### src/rtl/fft_bitrev_buf.sv
// -----------------------------------------------------------------------------
// fft_bitrev_buf
//
// Frame reorder buffer for a radix-2 FFT. A frame of N = 2^AW samples arrives
// in natural order and is written into an external single-port RAM. Once the
// frame is complete, the RAM is read back in bit-reversed address order and
// streamed out through a small 2-entry output FIFO. The input is held off
// while a frame drains, so one RAM port is enough.
//
// Handshake rule (both stream ports): a transfer happens on a rising clk edge
// where valid and ready are both 1. A source holding valid=1 keeps its data
// stable until that transfer; ready may change freely.
//
// Ports
//   clk, rst      : single clock, synchronous active-high reset
//   s_data/s_valid/s_ready : natural-order input stream
//   m_data/m_valid/m_ready : bit-reversed output stream
//   m_last        : final sample of the frame (qualified by m_valid)
//   ram_data/ram_addr/ram_we : RAM write data, address, write enable
//   ram_q         : RAM read data, valid the cycle after the address
//   dbg_state     : FSM state for observation (0 = FILL, 1 = DRAIN)
// -----------------------------------------------------------------------------
module fft_bitrev_buf #(
    parameter int DW = 8,
    parameter int AW = 11
) (
    input  logic          clk,
    input  logic          rst,
    input  logic [DW-1:0] s_data,
    input  logic          s_valid,
    output logic          s_ready,
    output logic [DW-1:0] m_data,
    output logic          m_valid,
    input  logic          m_ready,
    output logic          m_last,
    output logic [DW-1:0] ram_data,
    output logic [AW-1:0] ram_addr,
    output logic          ram_we,
    input  logic [DW-1:0] ram_q,
    output logic          dbg_state
);

    localparam logic [AW-1:0] LAST_IDX = {AW{1'b1}};

    typedef enum logic {
        FILL  = 1'b0,
        DRAIN = 1'b1
    } state_t;

    state_t state;

    // Write and read sample counters
    logic [AW-1:0] wr_cnt;
    logic [AW-1:0] rd_cnt;
    // Set once the final read of the frame has been issued
    logic          rd_done;

    // One read can be in flight: address presented last cycle, data on ram_q now
    logic          in_flight;
    logic          in_flight_last;

    // 2-entry output FIFO
    logic [DW-1:0] fifo_data [2];
    logic          fifo_last [2];
    logic          wr_ptr;
    logic          rd_ptr;
    logic [1:0]    fifo_count;

    logic          accept;
    logic          pop;
    logic          rd_issue;
    logic [2:0]    occupancy;
    logic [AW-1:0] rd_addr_rev;

    // -------------------------------------------------------------------------
    // Handshakes. Outputs are forced inactive while rst is high so the reset
    // cycle itself shows no ready/valid, even if the state register has not
    // yet been cleared.
    // -------------------------------------------------------------------------
    assign s_ready = (state == FILL) && !rst;
    assign accept  = s_valid && s_ready;

    assign m_valid = (fifo_count != 2'd0) && !rst;
    assign m_data  = fifo_data[rd_ptr];
    assign m_last  = m_valid && fifo_last[rd_ptr];
    assign pop     = m_valid && m_ready;

    assign dbg_state = (state == DRAIN);

    // -------------------------------------------------------------------------
    // Read issue. Count what the FIFO will hold once the in-flight read lands,
    // net of any pop this cycle. Only issue if that leaves room for one more,
    // which guarantees no overflow however m_ready behaves.
    // -------------------------------------------------------------------------
    assign occupancy = {1'b0, fifo_count} + {2'b00, in_flight} - {2'b00, pop};
    assign rd_issue  = (state == DRAIN) && !rd_done && (occupancy < 3'd2) && !rst;

    // Bit i of the read address is bit AW-1-i of the read counter
    always_comb begin
        rd_addr_rev = '0;
        for (int i = 0; i < AW; i++) begin
            rd_addr_rev[i] = rd_cnt[AW-1-i];
        end
    end

    // -------------------------------------------------------------------------
    // RAM port. Writes happen only on accepted input samples; in DRAIN the
    // address carries the bit-reversed read pointer. Outside a write or read
    // the address value is irrelevant.
    // -------------------------------------------------------------------------
    assign ram_we   = accept;
    assign ram_data = s_data;
    assign ram_addr = (state == DRAIN) ? rd_addr_rev : wr_cnt;

    // -------------------------------------------------------------------------
    // FSM, counters and FIFO control
    // -------------------------------------------------------------------------
    always_ff @(posedge clk) begin
        if (rst) begin
            state          <= FILL;
            wr_cnt         <= '0;
            rd_cnt         <= '0;
            rd_done        <= 1'b0;
            in_flight      <= 1'b0;
            in_flight_last <= 1'b0;
            wr_ptr         <= 1'b0;
            rd_ptr         <= 1'b0;
            fifo_count     <= 2'd0;
        end else begin
            in_flight      <= rd_issue;
            in_flight_last <= rd_issue && (rd_cnt == LAST_IDX);

            case (state)
                FILL: begin
                    if (accept) begin
                        // Wraps to 0 after the last sample of the frame
                        wr_cnt <= wr_cnt + 1'b1;
                        if (wr_cnt == LAST_IDX) begin
                            state <= DRAIN;
                        end
                    end
                end
                DRAIN: begin
                    if (rd_issue) begin
                        rd_cnt <= rd_cnt + 1'b1;
                        if (rd_cnt == LAST_IDX) begin
                            rd_done <= 1'b1;
                        end
                    end
                    // The last sample is the only thing left in the pipeline
                    // when it is handed off, so the FIFO empties here too.
                    if (pop && m_last) begin
                        state   <= FILL;
                        rd_cnt  <= '0;
                        rd_done <= 1'b0;
                    end
                end
                default: state <= FILL;
            endcase

            if (in_flight) begin
                wr_ptr <= ~wr_ptr;
            end
            if (pop) begin
                rd_ptr <= ~rd_ptr;
            end
            fifo_count <= fifo_count + {1'b0, in_flight} - {1'b0, pop};
        end
    end

    // FIFO storage needs no reset: entries are only visible through fifo_count
    always_ff @(posedge clk) begin
        if (in_flight) begin
            fifo_data[wr_ptr] <= ram_q;
            fifo_last[wr_ptr] <= in_flight_last;
        end
    end

endmodule

### config.mk
export PLATFORM = sky130hd
export DESIGN_NAME = fft_bitrev_buf
export DESIGN_NICKNAME = d
export VERILOG_FILES = /design/src/rtl/fft_bitrev_buf.sv
export SDC_FILE = /design/constraint.sdc
export NUM_CORES = 1
export LEC_CHECK = 0
export CAP_MARGIN = 20
export CORE_MARGIN = 5
export CORE_UTILIZATION = 42
export DETAILED_ROUTE_END_ITERATION = 7
export PLACE_DENSITY = 0.81
export RECOVER_POWER = 25
export SYNTH_ARGS = -nofsm -noshare
export SYNTH_HDL_FRONTEND = slang
export SYNTH_SLANG_ARGS = --single-unit
### constraint.sdc
create_clock -name clk -period 3.2 [get_ports clk]
set_input_delay 0.48 -clock clk [delete_from_list [all_inputs] [get_ports clk]]
set_output_delay 0.48 -clock clk [all_outputs]
set_load 0.1 [all_outputs]
[Word-level counts from Yosys, hierarchy flattened]
Memories as Yosys holds them, arrays and structs flattened. A register that Yosys moved wholly into a read port is not among the register bits.
Index checks and enable logic that the tools add are counted.
Storage, ports and cells
  register bits after elaboration: 30
  memory bits (writable): 18
  bits of input ports: 20
  output and inout bits: 32
  logic and storage cells: 57
  memories: 2
Memories
  fifo_data: words 2, bits a word 8, read ports 1, clocked after memory_dff 1, write ports 1, RTL line 63  | logic [DW-1:0] fifo_data [2];
  fifo_last: words 2, bits a word 1, read ports 1, clocked after memory_dff 1, write ports 1, RTL line 64  | logic fifo_last [2];
Cells by class
  $add $sub $neg: 6
  $lt $le $gt $ge: 1
  equal/unequal tests: 2
  mux-type cells: 16
  bitwise logic cells: 3
  reductions and logical operators: 18
Operators with widths (number)
  $mux W11: 3
  $add A11 B1 Y11 const B: 2
  $eq A11 B11 Y1 const B: 2
  $mux W1: 12
  $logic_and A1 B1 Y1: 10
  $reduce_bool A2 Y1: 3
  $reduce_and A2 Y1: 2
  $add A2 B1 Y3: 1
  $lt A3 B2 Y1 const B: 1
  $not A1 Y1: 3
  $reduce_and A3 Y1: 1
  $sub A3 B1 Y3: 1
  $add A2 B1 Y2: 1
  $logic_not A1 Y1: 2
  $pmux W1 S2: 1
  $sub A2 B1 Y2: 1

[Depth between registers and ports, before layout]
Gate-level depths: netlist (run 1).
  depth after elaboration: 9
  depth in mapped cells: 10
  gate-level depth less buffers: 10

[Worst setup path before layout (run 1)]
Ideal clock, no wire load.
  kind: register to output
  start: reg state (netlist: dbg_state)
  end: out ram_addr[10]
  data arrival time: 3311 ps
  data required time: 2720 ps
  setup slack: -591 ps
  cell stages (with the launch flop): 4
  path buffers: 2
  cells stage by stage: dfxtp_1 -> buf_2 -> buf_1 -> o21ai_0
Between the ends
  cells in the longest elaborated chain, start to end: 1
RTL lines
  from (decl): RTL line 50  | state_t state;
  from (signal assigned): RTL line 120  | state <= FILL;
  from (signal assigned): RTL line 139  | state <= DRAIN;
  from (signal assigned): RTL line 153  | state <= FILL;
  $mux W11: RTL line 113  | assign ram_addr = (state == DRAIN) ? rd_addr_rev : wr_cnt;
  to (decl): RTL line 37  | output logic [AW-1:0] ram_addr,
Every way passes these cells.

[Worst setup path after layout (run 1)]
  start: reg fifo_count[1]
  end: reg rd_cnt[4]
Between the ends
  cells in the longest elaborated chain, start to end: 9
  elaborated cells on any way between the ends: 13
  classes of those cells: 2 x add/sub; 1 x order compare; 1 x mux; 9 x reduce/logical
RTL lines
  from (decl): RTL line 67  | logic [1:0] fifo_count;
  from (signal assigned): RTL line 167  | fifo_count <= fifo_count + {1'b0, in_flight} - {1'b0, pop};
  $reduce_bool A2 Y1: RTL line 83  | assign m_valid = (fifo_count != 2'd0) && !rst;
  $logic_and A1 B1 Y1: RTL line 83
  $logic_and A1 B1 Y1: RTL line 86  | assign pop = m_valid && m_ready;
  via pop: RTL line 70  | logic pop;
  $sub A3 B1 Y3: RTL line 95  | assign occupancy = {1'b0, fifo_count} + {2'b00, in_flight} - {2'b00, pop};
  via occupancy[1]: RTL line 72  | logic [2:0] occupancy;
  $lt A3 B2 Y1: RTL line 96  | assign rd_issue = (state == DRAIN) && !rd_done && (occupancy < 3'd2) && !rst;
  $logic_and A1 B1 Y1 (2 in a row): RTL line 96
  $reduce_bool A2 Y1 (no source line)
  $reduce_and A2 Y1 (no source line)
  to (signal assigned): RTL line 145  | rd_cnt <= rd_cnt + 1'b1;
  to (decl): RTL line 54  | logic [AW-1:0] rd_cnt;
The timed path passes the listed nets, and every way through them passes these cells.
A chain may end at the register's enable or synchronous reset.

==> run metrics, run 1 <==
status completed; CTS tree yes; Remaining Overflow, GRT 0; Final nets 281; sequential cell area ~0.0012 mm2; syn_nets 240; Main synth FF type dfxtp_1; register area share after synthesis 0.498; final hold viol count 0; dpl hpwl between 3000 and 4000 um; number of library cell types mapped by synthesis 47; mapped cell area 0.00233 mm2; root buf cell clkbuf_8; Worst-path clk slew approximately 90 ps; Worst Path Required approximately 3400 ps; #FFs+latches synth between 40 and 50; WP data arrival between 3000 and 4000 ps; clock power share 0.330; Worst path most repeated cell ha_4; Largest stage delay, worst path roughly 520 ps; Max FO, Critical Path 4; first-pass GRT wire length around 8200 um; Post-DRT Antenna Nets 0; crit-path cells o21ba_4 -> and2_4 -> ha_4 -> inv_2 -> ha_4 -> fa_1 -> or4b_4 -> a311oi_4 -> buf_4 -> a41oi_1 -> a311oi_1; Die ar. between 0.007 and 0.008 mm2; Core ar. 0.00544 mm2; Slew headroom 0.459; Worst-Skew Late Latency about 310 ps; cts hold-fix bufs 0; fraction of layout cells with a size suffix above 1 0.300; GRT Util Overall 0.139; Internal Power around 0.0008 W; num rows 27; critical path type reg -> reg; Vias around 1.7k; Finished Layout Cells between 300 and 400; hold crit path type reg -> reg; final WL 4730 um; minimum clock period just over 3000 ps; Layout Skew 8.11 ps; Placed Instances approximately 320; EDFF count, synth 18; drt pass-1 iters 4; area occupied by multi-input gates 0.00107 mm2; combinational fraction of design power 0.067; I/O pin count 52; ys async rst share 0; fillcell total between 400 and 500; pins over their slew limit 0; Layout area overhead 24.1%; GPL Wtd Cong around 0.81; PD cells approximately 370 mW/mm2; Switching Fraction 0.238; htree depth 2; I/O Buffers 35; CTS buffer count 5; Sequential Power Share 0.603; Max clock buf depth 2; Max Clk Rate about 330 MHz; Die W between 80 and 90 um; Die Ht about 85 um; startpoint types flop; sw power around 0.00026 W; Syn Area/Cell roughly 11 um2; routed len/inst 14.4 um; pin count of the biggest net entering global routing 32; post-route setup TNS 0 ps; Final Cell Area about 0.0029 mm2; Worst path slowest cell or4b_4; CTS Sinks 49; Via density 5.23; leakage around 1.1 nW; Placement Cell Area between 0.002 and 0.003 mm2; crit-path leading delay family adder cells; Tot Pwr 0.00108 W; Buf/Inv on CP 2; Max-Cap Viols 0; worst vdd ir roughly 260 uV; Worst-Margin Slew 809 ps; crit end category flop; DRC viols 0; Synth Instances about 220; Yosys warning count 0; final period utilization 0.949; Fin Hold WS 440 ps; initial antenna violation count 0; Iter 0 DRT Violations 88; vias in the first global route ~1.7k; Starting Density 0.429; # setup viols final 0; Antenna diodes 0
-- layout by cell type (no fill, tap or decap), types with 2 or more instances in the layout --
cell / instances
a21oi_1: 6
a311oi_1: 4
a41oi_1: 2
and2_1: 2
and3_1: 4
and4_1: 2
buf_12: 4
buf_4: 34
clkbuf_8: 5
clkinv_2: 2
dfxtp_1: 30
dlygate4sd3_1: 8
dlymetal6s2s_1: 2
edfxtp_1: 18
ha_1: 2
ha_4: 2
inv_1: 8
inv_2: 2
mux2_2: 19
nand2_1: 16
nand2b_1: 2
nand3_1: 9
nand4_1: 11
nor2_1: 14
nor2b_1: 3
nor3_1: 2
o21ai_1: 3
or3_1: 4
xnor2_1: 8
xor2_1: 6
-- synthesized netlist by cell type, types with 3 or more instances --
| cell | number | area (um2) |
|---|---|---|
| nor2b_1 | 3 | 18.8 |
| and2_1 | 3 | 18.8 |
| buf_4 | 9 | 67.6 |
| nand2_1 | 16 | 60.1 |
| and3_1 | 4 | 25.0 |
| edfxtp_1 | 18 | 541 |
| nor2_1 | 14 | 52.6 |
| nand4_1 | 11 | 68.8 |
| xnor2_1 | 8 | 70.1 |
| ha_1 | 4 | 50.1 |
| mux2_2 | 19 | 214 |
| inv_1 | 9 | 33.8 |
| clkbuf_1 | 3 | 11.3 |
| a21oi_1 | 6 | 30.0 |
| or3_1 | 4 | 25.0 |
| dfxtp_1 | 31 | 621 |
| a311oi_1 | 4 | 35.0 |
| xor2_1 | 6 | 52.6 |
| nand3_1 | 9 | 45.0 |
-- state kept, by name, indices dropped and copies added, names as in the netlist, named ones only --
name / count
dbg_state: 1
fifo_count: 2
fifo_data: 16
fifo_last: 2
in_flight: 1
in_flight_last: 1
rd_cnt: 11
rd_done: 1
rd_ptr: 1
wr_cnt: 11
wr_ptr: 1
-- per-layer routing --
layer | track usage | vias to the layer above | wire, um
li1 | - | 854 | -
met1 | 0.175 | 809 | 2080
met2 | 0.233 | 52 | 2300
met3 | 0.0451 | 5 | 307
met4 | 0.0317 | 0 | 43
met5 | 0 | - | 0
-- layout make-up --
class | instances | share of cell area
well taps | 72 | 0.0311
inverters | 10 | 0.0130
clock inverters | 3 | 0.00605
clock buffers | 5 | 0.0238
flip-flops and latches | 49 | 0.401
repair buffers | 49 | 0.156
multi-input cells | 141 | 0.369
-- stage by stage --
stage           util  setup WS (ps)
6_report       0.533            162
5_1_grt        0.533          -21.5
4_1_cts        0.529           3.76
3_5_place_dp   0.513           -334
3_3_place_gp   0.513           -255
2_1_floorplan      -           -164
-- final timing paths --
kind / startpoint / end / slack, ps / depth (start not counted)
worst max-delay path: fifo_count[1] / rd_cnt[4] / 160 / 11
worst min-delay path: in_flight_last / fifo_last[0] / 440 / 0
worst max register to register: fifo_count[1] / rd_cnt[4] / 160 / 11
worst min register to register: in_flight_last / fifo_last[0] / 440 / 0
-- what timing repair did --
| action | CTS | global route |
|---|---|---|
| buffers inserted | 0 | 2 |
| gates resized for setup | 0 | 3 |
| pin swaps | 2 | 3 |
| setup endpoints to repair | 2 | 8 |
-- worst reg2reg max path, cell delays in order (launching register included) --
cell and delay, ps:
dfxtp_2 360, o21ba_4 190, and2_4 140, ha_4 260
inv_2 40, ha_4 140, fa_1 480, or4b_4 520
a311oi_4 290, buf_4 170, a41oi_1 110, a311oi_1 260
-- power groups by stage --
stage	Sequential [W]	Combinational (W)	Clock (W)
after detailed placement	0.000667	0.0000756	0
final	0.000652	0.0000727	0.000357
after global placement	0.000666	0.0000749	0
after global routing	0.000653	0.0000777	0.000393
after floorplan	0.000665	0.0000924	0
after CTS	0.000652	0.0000762	0.000364
-- logic make-up after synthesis --
| logic type | Yosys count | synth area share |
|---|---|---|
| compound gates | 24 | 0.0804 |
| xor+xnor | 14 | 0.0525 |
| fa+ha+maj | 5 | 0.0300 |
| buf+inv | 25 | 0.0584 |
| flops | 49 | 0.498 |
| mux | 19 | 0.0917 |
| simple gates | 79 | 0.189 |
No activity file was read; power rests on OpenSTA's default activity.
==> inputs of run 2 (changes only) <==
--- a/config.mk
+++ b/config.mk
@@ -5,6 +5,7 @@
 export SDC_FILE = /design/constraint.sdc
 export NUM_CORES = 1
 export LEC_CHECK = 0
+export ABC_CLOCK_PERIOD_IN_PS = 3200
 export CAP_MARGIN = 20
 export CORE_MARGIN = 5
 export CORE_UTILIZATION = 42
==> results of run 2 <==
Same layout as run 1: the final DEF is identical, and so are final timing and power.
==> inputs of run 3 (changes only) <==
--- a/config.mk
+++ b/config.mk
@@ -8,9 +8,10 @@
 export ABC_CLOCK_PERIOD_IN_PS = 3200
 export CAP_MARGIN = 20
 export CORE_MARGIN = 5
-export CORE_UTILIZATION = 42
+export CORE_UTILIZATION = 56
 export DETAILED_ROUTE_END_ITERATION = 7
-export PLACE_DENSITY = 0.81
+export DONT_BUFFER_PORTS = 1
+export PLACE_DENSITY = 0.84
 export RECOVER_POWER = 25
 export SYNTH_ARGS = -nofsm -noshare
 export SYNTH_HDL_FRONTEND = slang
==> run 3 against run 2 <==
  * Non-clock buffer count is 41 lower
  * Worst hold slack got worse by 220 ps
  * Combinational power fell by 40%
  * Critical path type unchanged
  * Largest power group unchanged
==> run metrics, run 3 (synthesized netlist as in run 1, its figures left out) <==
status completed; Worst-path clk slew 90 ps (about the same); routed len/inst 16.7 um (+16%); Max Clk Rate 333 MHz (+1.2%); # setup viols final 0 (unchanged); minimum clock period 3000 ps (-35.8 ps); CTS buffer count 5 (unchanged); Starting Density 0.579 (+0.150); fillcell total 339 (-29%); Via density 5.89 (+13%); pre-CTS WS 147 ps (+480 ps); PD cells 433 mW/mm2 (+16%); htree depth 2 (unchanged); WHS Endpoint dbg_state; Tot Pwr 0.00108 W (-0.24%); Worst-Margin Slew 759 ps (-50.1 ps); Worst path slowest cell or4b_4; Worst R2R Setup Slack 200 ps (+40 ps); Placed Instances 258 (-19%); GRT Util Overall 0.179 (+0.0396); cts hold-fix bufs 0 (unchanged); Max-Cap Viols 0 (unchanged); critical path type reg -> reg; first-pass GRT wire length 7450 um (-8.6%); Finished Layout Cells 266 (-19%); worst vdd ir 242 uV (-6.2%); hold crit path type in -> reg; Core ar. 0.00403 mm2 (-26%); fraction of layout cells with a size suffix above 1 0.227 (-0.0728); Worst path most repeated cell ha_4; Largest stage delay, worst path 520 ps (about the same); root buf cell clkbuf_8; post-CTS sizing 0 (unchanged); WHS Path Cells 1 (+1); Vias 1566 (-9.0%); hold_sp rst; r2r worst-path depth 10 (-1); GPL Wtd Cong 0.775 (-4.3%); reg2reg start fifo_count[1]; CTS tree yes; Layout area overhead 6.81%; startpoint types flop; Worst Path Required 3450 ps (+30 ps); Layout Skew 3.42 ps (-4.69 ps); Max clock buf depth 2 (unchanged); Reg with most FFs fifo_data; dpl hpwl 3190 um (-7.4%); pin count of the biggest net entering global routing 33 (+3.1%); RSZ-0062 raised after global routing no; I/O Buffers 0 (-100%); Iter 0 DRT Violations 70 (-20%); Max FO, Critical Path 4 (unchanged); Top Registers fifo_data (16), rd_cnt (11), wr_cnt (11); crit end category flop; Die Ht 74.6 um (-12%); final WL 4450 um (-5.8%); Remaining Overflow, GRT 0 (unchanged); worst flop-to-flop path endpoint rd_cnt[9]; initial antenna violation count 0 (unchanged); I/O pin count 52 (unchanged); drt pass-1 iters 4 (unchanged); final core occ 0.619 (+0.0861); leakage 0.883 nW (-20%); vias in the first global route 1569 (-9.3%); most common cell after layout, fill and taps aside dfxtp_1; most frequent cells in the layout 30 x dfxtp_1, 19 x mux2_2, 18 x edfxtp_1; CTS Sinks 49 (unchanged); setup ws final 198 ps (+35.8 ps); Largest register FFs 16 (unchanged); DRC viols 0 (unchanged); Die W 74.6 um (-12%); Slew headroom 0.493 (+0.0334); final period utilization 0.938 (-0.0112); Worst-Skew Late Latency 310 ps (about the same); pins over their slew limit 0 (unchanged); Antenna diodes 0 (unchanged); Die ar. 0.00556 mm2 (-22%); WP data arrival 3250 ps (about the same); num rows 23 (-15%); Final nets 240 (-15%); Post-DRT Antenna Nets 0 (unchanged); setup bufs post-CTS 0 (unchanged); final hold viol count 0 (unchanged); crit-path cells o21ba_4 -> and2_4 -> ha_4 -> inv_2 -> ha_4 -> fa_1 -> or4b_4 -> a311oi_4 -> or4b_1 -> o21ai_1
==> run 3: changes by cell type in the layout (fill, tap and decap cells not counted), sizes merged <==
cell,delta
buf,-30
inv,+2
clkinv,-2
dlygate4sd3,-8
clkdlybuf4s50,-1
dlymetal6s2s,-2
==> run 3: final cells by class <==
class,instances,area [um2],share of cell area
flip-flops and latches,49,1160,0.466
multi-input cells,141,1080,0.432
clock buffers,5,68.8,0.0276
well taps,50,62.6,0.0251
repair buffers,8,60.1,0.0241
inverters,10,37.5,0.0151
clock inverters,3,25.0,0.0100
==> run 3: critical path: cells and delay by family, from the launching register on <==
| family | cells | cell delay (ps) |
|---|---|---|
| buffers and inverters | 1 | 30 |
| AO/OA/AOI/OAI | 3 | 510 |
| adder cells (fa/ha/maj) | 3 | 910 |
| flip-flops | 1 | 370 |
| AND/OR/NAND/NOR | 3 | 1120 |
==> run 3: through the flow <==
stage / setup TNS [ps] / cell area (um2) / hold slack (ps)
2_1_floorplan: -232 / 2370 / 404
3_3_place_gp: 0 / 2400 / 408
3_5_place_dp: 0 / 2400 / 417
4_1_cts: 0 / 2490 / 212
5_1_grt: 0 / 2490 / 205
6_report: 0 / 2490 / 220
==> run 3: report_power, final <==
part	switching, W	internal (W)	total (W)	leakage (nW)
combinational	0.0000355	0.00000834	0.0000438	0.430
sequential	0.00000516	0.000648	0.000653	0.408
clock	0.000223	0.000159	0.000382	0.0452
==> run 3: worst max-delay path by stage <==
stage                  startpoint         to  cells past startpoint
floorplan                     rst  rd_cnt[9]                     10
global placement              rst  rd_cnt[9]                     10
detailed placement            rst  rd_cnt[9]                     10
CTS                 fifo_count[1]  rd_cnt[9]                     10
global route        fifo_count[1]  rd_cnt[4]                     11
finish              fifo_count[1]  rd_cnt[9]                     10
==> run 3: routing by layer <==
layer  GRT usage  share of wire  vias to the layer above  wire length [um]
li1            -              -                      775                 -
met1       0.214           0.42                      737              1850
met2       0.297           0.49                       45              2200
met3      0.0635          0.071                        9               315
met4      0.0652          0.018                        0                79
met5           0              0                        -                 0
